===== src/rtl/ps2_host_intf.sv =====
// PS/2 host port: filtered clock sampling, framed byte receive into a first-word
// fall-through FIFO, bit watchdog. Define PS2_TX_EN to build the host-to-device transmitter.
module ps2_host_intf #(
  parameter int FILTER_LEN     = 8,
  parameter int FIFO_DEPTH     = 4,
  parameter int TIMEOUT_CYCLES = 100000,
  parameter int INHIBIT_CYCLES = 5000
) (
  input  logic       CLK,
  input  logic       nRESET,
  input  logic       PS2_CLK_I,
  input  logic       PS2_DATA_I,
  output logic       PS2_CLK_OE,
  output logic       PS2_DATA_OE,
  output logic [7:0] RX_DATA,
  output logic       RX_VALID,
  input  logic       RX_READY,
  output logic       RX_ERROR,
  output logic       RX_OVERFLOW,
  input  logic [7:0] TX_DATA,
  input  logic       TX_WRITE,
  output logic       TX_BUSY,
  output logic       TX_ACK,
  output logic       TX_ERROR
);

  localparam int AW  = $clog2(FIFO_DEPTH);
  localparam int PW  = AW + 1;
  localparam int WDW = $clog2(TIMEOUT_CYCLES + 1);

  typedef enum logic {RX_IDLE, RX_BITS} rx_state_e;

  logic [FILTER_LEN-1:0] filt_q, filt_d;
  logic                  clk_f_q, clk_f_d;
  logic                  data_q;
  logic                  fall_edge;
  rx_state_e             rx_state_q, rx_state_d;
  logic [3:0]            rx_cnt_q, rx_cnt_d;
  logic [8:0]            rx_sr_q, rx_sr_d;
  logic [WDW-1:0]        wd_q, wd_d;
  logic                  wd_active, timeout;
  logic                  rx_err_q, rx_err_d;
  logic                  ovf_q, ovf_d;
  logic [PW-1:0]         wptr_q, wptr_d, rptr_q, rptr_d;
  logic [7:0]            mem_q [FIFO_DEPTH];
  logic                  frame_ok, push, pop, full, empty;
  logic                  tx_busy, tx_wd_active;

  // Clock is only trusted once FILTER_LEN consecutive samples agree
  always_comb begin
    filt_d    = {filt_q[FILTER_LEN-2:0], PS2_CLK_I};
    clk_f_d   = clk_f_q;
    if (&filt_q)       clk_f_d = 1'b1;
    else if (~|filt_q) clk_f_d = 1'b0;
    fall_edge = clk_f_q & ~|filt_q;
  end

  assign wd_active = (rx_state_q == RX_BITS) | tx_wd_active;
  assign timeout   = wd_active & ~fall_edge & (wd_q == WDW'(TIMEOUT_CYCLES - 1));
  assign wd_d      = (~wd_active | fall_edge | timeout) ? '0 : wd_q + WDW'(1);

  always_comb begin
    rx_state_d = rx_state_q;
    rx_cnt_d   = rx_cnt_q;
    rx_sr_d    = rx_sr_q;
    frame_ok   = 1'b0;
    rx_err_d   = 1'b0;
    case (rx_state_q)
      RX_IDLE: begin
        if (fall_edge && !data_q) begin
          rx_state_d = RX_BITS;
          rx_cnt_d   = 4'd0;
        end
      end
      RX_BITS: begin
        if (timeout) begin
          rx_state_d = RX_IDLE;
          rx_err_d   = 1'b1;
        end else if (fall_edge) begin
          if (rx_cnt_q == 4'd9) begin
            rx_state_d = RX_IDLE;
            // Odd parity: data plus parity bit must hold an odd number of ones
            if (data_q && (^rx_sr_q)) frame_ok = 1'b1;
            else                      rx_err_d = 1'b1;
          end else begin
            rx_sr_d  = {data_q, rx_sr_q[8:1]};
            rx_cnt_d = rx_cnt_q + 4'd1;
          end
        end
      end
      default: rx_state_d = RX_IDLE;
    endcase
    if (tx_busy) begin
      rx_state_d = RX_IDLE;
      frame_ok   = 1'b0;
      rx_err_d   = 1'b0;
    end
  end

  assign empty    = (wptr_q == rptr_q);
  assign full     = (wptr_q[AW] != rptr_q[AW]) && (wptr_q[AW-1:0] == rptr_q[AW-1:0]);
  assign RX_VALID = ~empty;
  assign RX_DATA  = RX_VALID ? mem_q[rptr_q[AW-1:0]] : 8'h00;
  assign pop      = RX_VALID & RX_READY;
  assign push     = frame_ok & (~full | pop);
  assign ovf_d    = frame_ok & full & ~pop;
  assign wptr_d   = wptr_q + PW'(push);
  assign rptr_d   = rptr_q + PW'(pop);

  always_ff @(posedge CLK) begin
    if (push) mem_q[wptr_q[AW-1:0]] <= rx_sr_q[7:0];
  end

  always_ff @(posedge CLK) begin
    if (!nRESET) begin
      filt_q     <= '1;
      clk_f_q    <= 1'b1;
      data_q     <= 1'b1;
      rx_state_q <= RX_IDLE;
      rx_cnt_q   <= '0;
      rx_sr_q    <= '0;
      wd_q       <= '0;
      rx_err_q   <= 1'b0;
      ovf_q      <= 1'b0;
      wptr_q     <= '0;
      rptr_q     <= '0;
    end else begin
      filt_q     <= filt_d;
      clk_f_q    <= clk_f_d;
      data_q     <= PS2_DATA_I;
      rx_state_q <= rx_state_d;
      rx_cnt_q   <= rx_cnt_d;
      rx_sr_q    <= rx_sr_d;
      wd_q       <= wd_d;
      rx_err_q   <= rx_err_d;
      ovf_q      <= ovf_d;
      wptr_q     <= wptr_d;
      rptr_q     <= rptr_d;
    end
  end

  assign RX_ERROR    = rx_err_q;
  assign RX_OVERFLOW = ovf_q;

`ifdef PS2_TX_EN
  localparam int IW = $clog2(INHIBIT_CYCLES + 1);

  typedef enum logic [2:0] {TX_IDLE, TX_INHIBIT, TX_START, TX_BITS, TX_ACKW} tx_state_e;

  tx_state_e     tx_state_q, tx_state_d;
  logic [9:0]    tx_sr_q, tx_sr_d;
  logic [3:0]    tx_cnt_q, tx_cnt_d;
  logic [IW-1:0] inh_q, inh_d;
  logic          tx_ack_q, tx_ack_d, tx_err_q, tx_err_d;
  logic          clk_oe, data_oe;

  always_comb begin
    tx_state_d = tx_state_q;
    tx_sr_d    = tx_sr_q;
    tx_cnt_d   = tx_cnt_q;
    inh_d      = inh_q;
    tx_ack_d   = 1'b0;
    tx_err_d   = 1'b0;
    clk_oe     = 1'b0;
    data_oe    = 1'b0;
    case (tx_state_q)
      TX_IDLE: begin
        if (TX_WRITE) begin
          tx_state_d = TX_INHIBIT;
          inh_d      = '0;
          tx_sr_d    = {1'b1, ~^TX_DATA, TX_DATA};
        end
      end
      TX_INHIBIT: begin
        clk_oe = 1'b1;
        if (inh_q == IW'(INHIBIT_CYCLES - 1)) tx_state_d = TX_START;
        else                                  inh_d = inh_q + IW'(1);
      end
      TX_START: begin
        data_oe = 1'b1;
        if (timeout) begin
          tx_state_d = TX_IDLE;
          tx_err_d   = 1'b1;
        end else if (fall_edge) begin
          tx_state_d = TX_BITS;
          tx_cnt_d   = 4'd0;
        end
      end
      TX_BITS: begin
        // tx_sr_q[0] is the bit currently on the wire; a 1 is sent by releasing the line
        data_oe = ~tx_sr_q[0];
        if (timeout) begin
          tx_state_d = TX_IDLE;
          tx_err_d   = 1'b1;
        end else if (fall_edge) begin
          tx_sr_d = {1'b1, tx_sr_q[9:1]};
          if (tx_cnt_q == 4'd8) tx_state_d = TX_ACKW;
          else                  tx_cnt_d = tx_cnt_q + 4'd1;
        end
      end
      TX_ACKW: begin
        if (timeout) begin
          tx_state_d = TX_IDLE;
          tx_err_d   = 1'b1;
        end else if (fall_edge) begin
          tx_state_d = TX_IDLE;
          if (!data_q) tx_ack_d = 1'b1;
          else         tx_err_d = 1'b1;
        end
      end
      default: tx_state_d = TX_IDLE;
    endcase
  end

  always_ff @(posedge CLK) begin
    if (!nRESET) begin
      tx_state_q <= TX_IDLE;
      tx_sr_q    <= '1;
      tx_cnt_q   <= '0;
      inh_q      <= '0;
      tx_ack_q   <= 1'b0;
      tx_err_q   <= 1'b0;
    end else begin
      tx_state_q <= tx_state_d;
      tx_sr_q    <= tx_sr_d;
      tx_cnt_q   <= tx_cnt_d;
      inh_q      <= inh_d;
      tx_ack_q   <= tx_ack_d;
      tx_err_q   <= tx_err_d;
    end
  end

  assign tx_busy      = (tx_state_q != TX_IDLE);
  assign tx_wd_active = (tx_state_q == TX_START) | (tx_state_q == TX_BITS) |
                        (tx_state_q == TX_ACKW);
  assign PS2_CLK_OE   = clk_oe;
  assign PS2_DATA_OE  = data_oe;
  assign TX_BUSY      = tx_busy;
  assign TX_ACK       = tx_ack_q;
  assign TX_ERROR     = tx_err_q;
`else
  logic unused_tx;
  assign unused_tx    = ^{TX_DATA, TX_WRITE};
  assign tx_busy      = 1'b0;
  assign tx_wd_active = 1'b0;
  assign PS2_CLK_OE   = 1'b0;
  assign PS2_DATA_OE  = 1'b0;
  assign TX_BUSY      = 1'b0;
  assign TX_ACK       = 1'b0;
  assign TX_ERROR     = 1'b0;
`endif

endmodule


===== config.mk =====
export PLATFORM = sky130hd
export DESIGN_NAME = ps2_host_intf
export DESIGN_NICKNAME = d
export VERILOG_FILES = /design/src/rtl/ps2_host_intf.sv
export SDC_FILE = /design/constraint.sdc
export NUM_CORES = 1
export LEC_CHECK = 0
export BUFFER_PORTS_ARGS = -buffer_cell sky130_fd_sc_hd__buf_2
export CORE_MARGIN = 2
export CORE_UTILIZATION = 53
export DETAILED_ROUTE_END_ITERATION = 8
export GPL_TIMING_DRIVEN = 0
export HOLD_SLACK_MARGIN = 0.02
export PLACE_DENSITY = 0.72
export SETUP_SLACK_MARGIN = 0.3
export SLEW_MARGIN = 20
export SYNTH_ARGS = -nofsm -noshare
export SYNTH_HDL_FRONTEND = slang
export SYNTH_SLANG_ARGS = --single-unit

===== constraint.sdc =====
create_clock -name CLK -period 2.7 [get_ports CLK]
set_input_delay 0.405 -clock CLK [delete_from_list [all_inputs] [get_ports CLK]]
set_output_delay 0.405 -clock CLK [all_outputs]
set_load 0.02 [all_outputs]

==> flow_summary.json <==
{
  "floorplan.initialDensity_pct": 54.0,
  "peakVddDrop_uv": 365,
  "hold_path_class": "in -> reg",
  "worstSkewPairLatency_ps": 350,
  "dp_slack_ps": -43.8,
  "ys_seq_area_share_pct": 57.3,
  "holdBufCountCts": 0,
  "rr_worst_depth": 7,
  "finalSetupViolCount": 0,
  "synth_edf_count": 32,
  "final_antenna_net_count": 0,
  "syn-cell-area_um2": 3390,
  "synth_ff_type": "dfxtp_1",
  "grt_max_degree": 15,
  "crit_start": "rx_sr_q[2]$_SDFFE_PN0P_",
  "worstPathArrival_ps": 2320,
  "r2r_setup_slack_ps": 430,
  "io-pin-count": 30,
  "finalHoldViolCount": 0,
  "slew_headroom_pct": 61.7,
  "slew_viol_final": 0,
  "layout.cells.non_filler": 400,
  "min_period_ps": 2270,
  "finClkSkew_ps": 12.3,
  "diodes": 0,
  "grt_pass1_wl_um": 9420,
  "synth_cell_types": 39,
  "die_w_um": 84.0,
  "ys_seq_elements": 81,
  "powerDensity_nw_per_um2": 546,
  "cp-start-kind": "flip-flop",
  "fin_area_um2": 3930,
  "fp-row-count": 29,
  "grt.total_usage_pct": 17.2,
  "numCtsBuffers": 9,
  "worstSetupEndpointType": "flip-flop",
  "cts_tree": "built",
  "syn-mean-instance-area_um2": 12.1,
  "synthAdderAreaFrac_pct": 2.58,
  "synthCells": 279,
  "hpwl_um": 3660,
  "dp_cells": 378,
  "fin_crit_sh_pct": 84.0,
  "hp-start": "PS2_CLK_I",
  "clock-sinks": 81,
  "drive_gt1_share_pct": 23.2,
  "hold_ws_ps": 241,
  "grt_pass1_vias": 2068,
  "maxCapViolCount": 0,
  "vias": 2054,
  "fmax_ghz": 0.441,
  "synth_top_family_by_area": "simple AND/OR/NAND/NOR gates",
  "worstHoldPathCells": 2,
  "htree_levels": 3,
  "drc": 0,
  "required_ps": 2750,
  "numPortBuffers": 15,
  "hold_end": "filt_q[0]$_SDFF_PN1_",
  "die_area_um2": 7050,
  "yosysTopAreaCellShare_pct": 28.9,
  "place.gp.congestion": 0.843,
  "cp_max_fo": 7,
  "synth.mux.area_fraction_pct": 7.97,
  "clkTransAtPathRegs_ps": 80,
  "dpl_cell_area_um2": 3620,
  "dieHeight_um": 84.0,
  "routed_wl_um": 5400,
  "clockBufferDepth": 2,
  "reg2reg_from": "rx_sr_q[2]$_SDFFE_PN0P_",
  "yosysTopAreaCell": "dfxtp_1",
  "via_per_inst": 5.14,
  "async_flop_share_pct": 0,
  "area_growth_syn_to_layout_pct": 16.0,
  "utilization_pct": 62.6,
  "p_leak_nw": 1.50,
  "dr.pass1.iters": 4,
  "synth_xor_area_share_pct": 8.12,
  "yosys.area_share.simple_pct": 19.1,
  "core_area_um2": 6280,
  "grt_antenna_before_repair": 0,
  "drtIter0Drc": 68,
  "clock-root-buffer": "clkbuf_8",
  "r2r-end": "mem_q[2][7]$_DFFE_PP_",
  "rsz0062_at_grt": "true",
  "wire_per_inst_um": 13.5,
  "status": "complete, no violations",
  "fin_ws_ps": 432,
  "synth_compound_area_share_pct": 1.59,
  "synth.top_cells.by_area": "dfxtp_1, edfxtp_1, mux4_2",
  "tightest_slew_ps": 569,
  "final_nets": 339,
  "ys_warn_count": 0,
  "path_class": "reg -> reg",
  "globalRouteOverflowTotal": 0
}
Yosys cell counts, drive strengths merged (2+ instances only):
master   n
nor4     5
xor2    13
mux2i    9
xnor2   15
edfxtp  32
nand3   12
nor3     7
mux4     8
dfxtp   49
nor2b   18
o311a    2
ha       7
nand2   13
nand4    6
and3     4
nand4b   2
and2     9
nand2b  11
o21ai    2
buf      9
nor2    23
inv      7
clkbuf   5
nor4b    2
worst max-delay path by stage:
stage	endpoint	slack (ps)	cells past startpoint
floorplan	mem_q[2][0]$_DFFE_PP_	30	5
global placement	mem_q[1][4]$_DFFE_PP_	-670	5
detailed placement	mem_q[2][5]$_DFFE_PP_	-40	6
CTS	mem_q[0][2]$_DFFE_PP_	310	7
global route	wptr_q[2]$_SDFF_PN0_	280	10
finish	mem_q[2][7]$_DFFE_PP_	430	7
through the flow:
step | setup TNS, ps | total power, W
after floorplan | 0 | 0.00132
after global routing | 0 | 0.00222
after global placement | -15820 | 0.00132
final | 0 | 0.00214
after CTS | 0 | 0.00217
after detailed placement | -213 | 0.00132
sequential cells by signal, indices dropped and copies added, names as in the netlist, 3 cells and up:
signal / flops
mem_q: 32
wd_q: 17
rx_sr_q: 9
filt_q: 8
rx_cnt_q: 4
rptr_q: 3
wptr_q: 3
critical path: stages, from the launching register on:
cell     delay, ps
dfxtp_4        370
xnor2_1        160
xnor3_1        450
xnor2_2        220
nand3_2         80
buf_4          190
nor4b_4        300
buf_2          210
kinds of logic after synthesis:
group,count (synthesis)
and+or+nand+nor,116
DFF,81
xor gates and xnor gates,29
buffers and inverters,21
muxes,17
adders and majority gates,7
AOI/OAI and AO/OA,7
other,1
what timing repair did:
item                       CTS  global route
gates cloned                 0             0
buffers inserted             5             1
gates resized for setup      8             9
pin swaps                    5             1
setup endpoints to repair   45            36
per-layer routing:
metal	vias up	GRT usage, %	wire length (um)	part of all wire, %
met4	0	8.80	113	2.1
met1	966	20.6	2430	45
met3	11	3.86	159	2.9
met2	27	28.9	2690	50
li1	1050	-	-	-
met5	-	0	0	0
cells in the final DEF, fill, tap and decap left out, drive strengths merged, types with 4 or more instances in the layout:
cell and n:
and2 9, and3 4, buf 32, clkbuf 15, clkinv 4, conb 5
dfxtp 49, edfxtp 32, ha 7, inv 7, mux2i 9, mux4 8
nand2 13, nand2b 11, nand3 12, nand4 6, nor2 23, nor2b 18
nor3 7, nor4 5, xnor2 15, xor2 13
area by class of cell:
class	instances	area, um^2
flip-flops and latches	81	1950
fillers	493	2350
multi-input cells	181	1430
clock inverters	7	71.3
well taps	77	96.3
clock buffers	9	124
plain buffers	14	87.6
inverters	7	26.3
repair buffers	24	140
where the power goes:
part           leakage, nW  internal (W)  switching, W   total, W
clock               0.0929      0.000425      0.000426   0.000851
sequential           0.695       0.00126    0.00000331    0.00126
combinational        0.714     0.0000129     0.0000173  0.0000302
total                 1.50       0.00170      0.000447    0.00214
(Power assumes the default switching activity.)
